### config.mk
export PLATFORM = sky130hd
export DESIGN_NAME = fetch_queue
export DESIGN_NICKNAME = d
export VERILOG_FILES = /design/src/rtl/fetch_queue.sv
export SDC_FILE = /design/constraint.sdc
export NUM_CORES = 1
export LEC_CHECK = 0
export ABC_CLOCK_PERIOD_IN_PS = 3500
export BUFFER_PORTS_ARGS = -buffer_cell sky130_fd_sc_hd__buf_2
export CORE_ASPECT_RATIO = 1.75
export CORE_UTILIZATION = 50
export CTS_CLUSTER_SIZE = 40
export DETAILED_ROUTE_END_ITERATION = 8
export PLACE_DENSITY_LB_ADDON = 0.25
export SLEW_MARGIN = 10
export SYNTH_ARGS = -nofsm -noshare
export SYNTH_HDL_FRONTEND = slang
export SYNTH_SLANG_ARGS = --single-unit
### constraint.sdc
create_clock -name clk -period 3.5 [get_ports clk]
set_clock_uncertainty 0.15 [all_clocks]
set_input_delay 0.7 -clock clk [delete_from_list [all_inputs] [get_ports clk]]
set_output_delay 0.7 -clock clk [all_outputs]
set_load 0.03 [all_outputs]
### src/rtl/fetch_queue.sv
// rtl/fetch_queue.sv - instruction prefetch queue between the PC register and decode
// Optional feature macro: FETCH_QUEUE_BYPASS_EN (same-cycle response-to-decode bypass)
module fetch_queue #(
  parameter int DEPTH = 4,
  parameter int CNT_W = $clog2(DEPTH) + 1
) (
  input  logic        clk,
  input  logic        rst,
  input  logic [31:0] fetch_pc,
  output logic        fetch_en,
  input  logic        flush,
  output logic        imem_req,
  output logic [31:0] imem_addr,
  input  logic        imem_gnt,
  input  logic        imem_rvalid,
  input  logic [31:0] imem_rdata,
  output logic        id_valid,
  input  logic        id_ready,
  output logic [31:0] id_instr,
  output logic [31:0] id_pc
);

  localparam int PTR_W = $clog2(DEPTH);
  localparam logic [CNT_W:0] CAP = (CNT_W + 1)'(DEPTH);

  logic [31:0]      pc_mem    [DEPTH];
  logic [31:0]      instr_mem [DEPTH];
  logic [DEPTH-1:0] filled;

  logic [PTR_W-1:0] rd_ptr;
  logic [PTR_W-1:0] wr_ptr;
  logic [PTR_W-1:0] fill_ptr;

  // outstanding counts every granted request whose response has not yet
  // returned, including the ones that will be dropped after a flush; that is
  // what makes the flush-time drop_cnt load a simple subtraction.
  logic [CNT_W-1:0] alloc_cnt;
  logic [CNT_W-1:0] outstanding;
  logic [CNT_W-1:0] drop_cnt;

  logic head_alloc;
  logic resp_keep;
  logic grant;
  logic pop;
  logic fill_we;
  logic byp_hit;

  // Request gating, response qualification and the decode-facing head view
  always_comb begin
    head_alloc = (alloc_cnt != '0);
    resp_keep  = imem_rvalid & (drop_cnt == '0) & ~flush;
    // Dropped responses still need a slot accounted for, so they count
    // against capacity until they have drained.
    imem_req   = rst & ~flush & (({1'b0, alloc_cnt} + {1'b0, drop_cnt}) < CAP);
    imem_addr  = fetch_pc;
    grant      = imem_req & imem_gnt;
    fetch_en   = grant;
`ifdef FETCH_QUEUE_BYPASS_EN
    byp_hit    = resp_keep & head_alloc & ~filled[rd_ptr] & (fill_ptr == rd_ptr);
`else
    byp_hit    = 1'b0;
`endif
    id_valid   = (head_alloc & filled[rd_ptr]) | byp_hit;
    id_instr   = byp_hit ? imem_rdata : instr_mem[rd_ptr];
    id_pc      = pc_mem[rd_ptr];
    pop        = id_valid & id_ready;
    // A bypassed word consumed by decode never lands in the entry.
    fill_we    = resp_keep & ~(byp_hit & id_ready);
  end

  // Pointers and counters; flush wins over any push, fill or pop
  always_ff @(posedge clk or negedge rst) begin
    if (!rst) begin
      rd_ptr      <= '0;
      wr_ptr      <= '0;
      fill_ptr    <= '0;
      alloc_cnt   <= '0;
      outstanding <= '0;
      drop_cnt    <= '0;
    end else if (flush) begin
      rd_ptr      <= '0;
      wr_ptr      <= '0;
      fill_ptr    <= '0;
      alloc_cnt   <= '0;
      outstanding <= outstanding - CNT_W'(imem_rvalid);
      drop_cnt    <= outstanding - CNT_W'(imem_rvalid);
    end else begin
      wr_ptr      <= wr_ptr + PTR_W'(grant);
      fill_ptr    <= fill_ptr + PTR_W'(resp_keep);
      rd_ptr      <= rd_ptr + PTR_W'(pop);
      alloc_cnt   <= alloc_cnt + CNT_W'(grant) - CNT_W'(pop);
      outstanding <= outstanding + CNT_W'(grant) - CNT_W'(imem_rvalid);
      if (imem_rvalid && (drop_cnt != '0)) begin
        drop_cnt <= drop_cnt - CNT_W'(1);
      end
    end
  end

  // Entry storage: PC captured at grant, instruction word captured at fill
  always_ff @(posedge clk or negedge rst) begin
    if (!rst) begin
      filled <= '0;
      for (int i = 0; i < DEPTH; i++) begin
        pc_mem[i]    <= '0;
        instr_mem[i] <= '0;
      end
    end else if (flush) begin
      filled <= '0;
    end else begin
      if (grant) begin
        pc_mem[wr_ptr] <= fetch_pc;
        filled[wr_ptr] <= 1'b0;
      end
      if (fill_we) begin
        instr_mem[fill_ptr] <= imem_rdata;
        filled[fill_ptr]    <= 1'b1;
      end
      if (pop) begin
        filled[rd_ptr] <= 1'b0;
      end
    end
  end

`ifndef SYNTHESIS
  // A response is only legal while some granted request is still in flight
  always @(posedge clk) begin
    if (rst) begin
      assert (!(imem_rvalid && (outstanding == '0)));
    end
  end
`endif

endmodule

==> results.md <==
* Area share of the largest cell type after synthesis at 54.9%
* Cts bufs inserted at 26
* Pwr dens at 711 nW/µm²
* Synthesized instance count at 771
* Drt first pass iters at 4
* Clk Tree Root Cell: clkbuf_16
* ANT cells at 0
* Post-synthesis sequential area ratio at 54.9%
* Max_slew headroom at 36.7%
* Max-Cap Viols at 0
* Max-slew violations at 0
* Leakage power at 7.13 nW
* Crit path launch type: flip-flop
* GRT overflow at 0
* Commonest non-fill, non-tap cell in the layout: dfrtp_1
* Period utilization at 91.3%
* Fin nets at 996
* Clock buffer depth at 3
* Post-Syn Nets at 856
* Routed WL per cell at 19.6 µm
* Status: completed
* Hpwl dp at 15600 µm
* CP Data Required Time at 2.65 ns
* Fin. Hold Viols at 0
* Die width at 122 µm
* Crit Path Max Fanout at 9
* Main synth FF type: dfrtp_1
* Post-synth ARST share at 100%
* Clock-pin slew on the worst setup and hold paths at 0.06 ns
* Maximum VDD drop at 519 µV
* Worst-skew pair later-pin latency at 0.54 ns
* Initial antenna violation count at 0
* IO Count at 169
* Iter 0 DRT Violations at 239
* Vias in the first global route at 7550
* Core Footprint at 24600 µm²
* Post-Syn Area at 12500 µm²
* First-pass GRT wire length at 39700 µm
* Port Buffer Count at 168
* Worst Setup End Kind: primary output
* CTS tree: done
* Post-route ant nets at 0
* GRT Total Usage at 20.0%
* Share of layout cells above drive strength 1 at 60.6%
* Setup violators final at 0
* Max frequency at 313 MHz
* Top cell type by total area after synthesis: dfrtp_1
* Fin crit period at 3.20 ns
* Drc violations at 0
* H-tree depth at 1
* Unrepaired setup endpoints after global routing: no
* Sum Neg Setup Slack at 0 ns
* Die Area at 25700 µm²
* Mapped Avg Cell Area at 16.3 µm²
* Non-Filler Instances at 1243
* Area growth syn-to-layout at 15.9%
* Die extent in y at 212 µm
* WL final at 24300 µm
* Critical path class: reg -> out
* Vias per inst at 5.49
* Warnings, synthesis at 0
* Most frequent cells in the layout: dfrtp_1, mux2_2, buf_2, mux4_2, mux2_4
* EDFF count, synth at 0
* Worst hold path type: in -> reg
* Pin count of the biggest net entering global routing at 78
* Clk sinks at 275
* Synth top area cells: dfrtp_1, mux2_2, mux4_2
* Initial Utilization at 50.9%
* Worst path arrival time at 2.35 ns
* # rows at 76
* Routability cong. at 0.760
* Worst Tran Pin Value at 0.949 ns
* Unique masters post-synth at 34
* Vias at 6830
* Placed cell count at 1194
* #FFs+latches synth at 275
* Post_cts resized at 0
report_power, final:
group | internal [W] | leakage, nW | switching, W
registers | 0.00383 | 3.68 | 0.000337
logic | 0.00135 | 2.95 | 0.00155
clock network | 0.00207 | 0.497 | 0.00120
synthesized netlist by cell type, drive strengths merged, types with 2 or more instances:
master	n
inv	13
and3	3
fa	2
xnor2	5
a221oi	2
or3	2
nand3b	2
a211oi	2
nand3	2
mux4	65
ha	13
nand2b	3
buf	69
clkbuf	8
nor2b	5
nand2	10
and2	2
nor3	2
dfrtp	275
o21ai	9
nor2	10
xor2	5
mux2	257
layout make-up:
class / instances / area, µm²
clock inverters: 11 / 233
clock buffers: 37 / 783
multi-input cells: 406 / 5140
well taps: 312 / 390
flip-flops and latches: 275 / 6890
repair buffers: 189 / 1060
fillers: 1861 / 10100
inverters: 13 / 48.8
through the flow:
step           util, %  setup WS [ns]  power [W]  instance area [µm²]  hold slack [ns]
6_report          59.0          0.303     0.0103                14500            0.283
5_1_grt           59.0          0.218     0.0109                14500            0.269
3_5_place_dp      54.9          0.677    0.00716                13500            0.329
3_3_place_gp      54.9          0.749    0.00708                13500            0.331
2_1_floorplan        -          0.857    0.00635                12500            0.254
4_1_cts           59.0          0.278     0.0105                14500            0.256
worst max-delay path, stage by stage, from the launching register on:
cell,delay [ns]
dfrtp_1,0.42
ha_1,0.34
nor4_4,0.34
nand4_4,0.25
inv_1,0.22
buf_2,0.24
path summary, 6_finish.rpt:
path                       depth (start not counted)           start  slack [ns]             end
setup / recovery                                   5    alloc_cnt[2]        0.30        fetch_en
setup reg to reg                                   6    alloc_cnt[2]        0.79     pc_mem[120]
hold / removal                                     2   imem_rdata[7]        0.28   instr_mem[71]
min in group asynchronous                          2             rst        0.50       pc_mem[1]
hold reg to reg                                    1  outstanding[2]        0.34  outstanding[2]
max in group asynchronous                          4             rst        0.89     pc_mem[126]
cell families after synthesis:
kind of cell | count (synthesis) | share of synthesized area [%]
xor gates and xnor gates | 10 | 0.698
buffers and inverters | 90 | 4.37
muxes | 322 | 35.6
AOI/OAI and AO/OA | 14 | 0.678
and+or+nand+nor | 45 | 2.12
adders and majority gates | 15 | 1.62
DFF | 275 | 54.9
per-layer routing:
metal	vias up	track usage [%]	routed length, µm
met5	-	0	0
met4	0	5.53	357
met3	24	3.29	1060
met2	143	36.1	13200
met1	3597	24.3	9720
li1	3066	-	-
flip-flops by register name, summed over array words and instances (netlist names), 3 cells and up:
name / cells
pc_mem: 128
alloc_cnt: 3
outstanding: 3
instr_mem: 128
drop_cnt: 3
filled: 4
what timing repair did:
action                    CTS  global route
hold buffers                1             0
hold endpoints to repair   29             0
setup buffers               0             0
No activity file was read; power rests on OpenSTA's default activity.
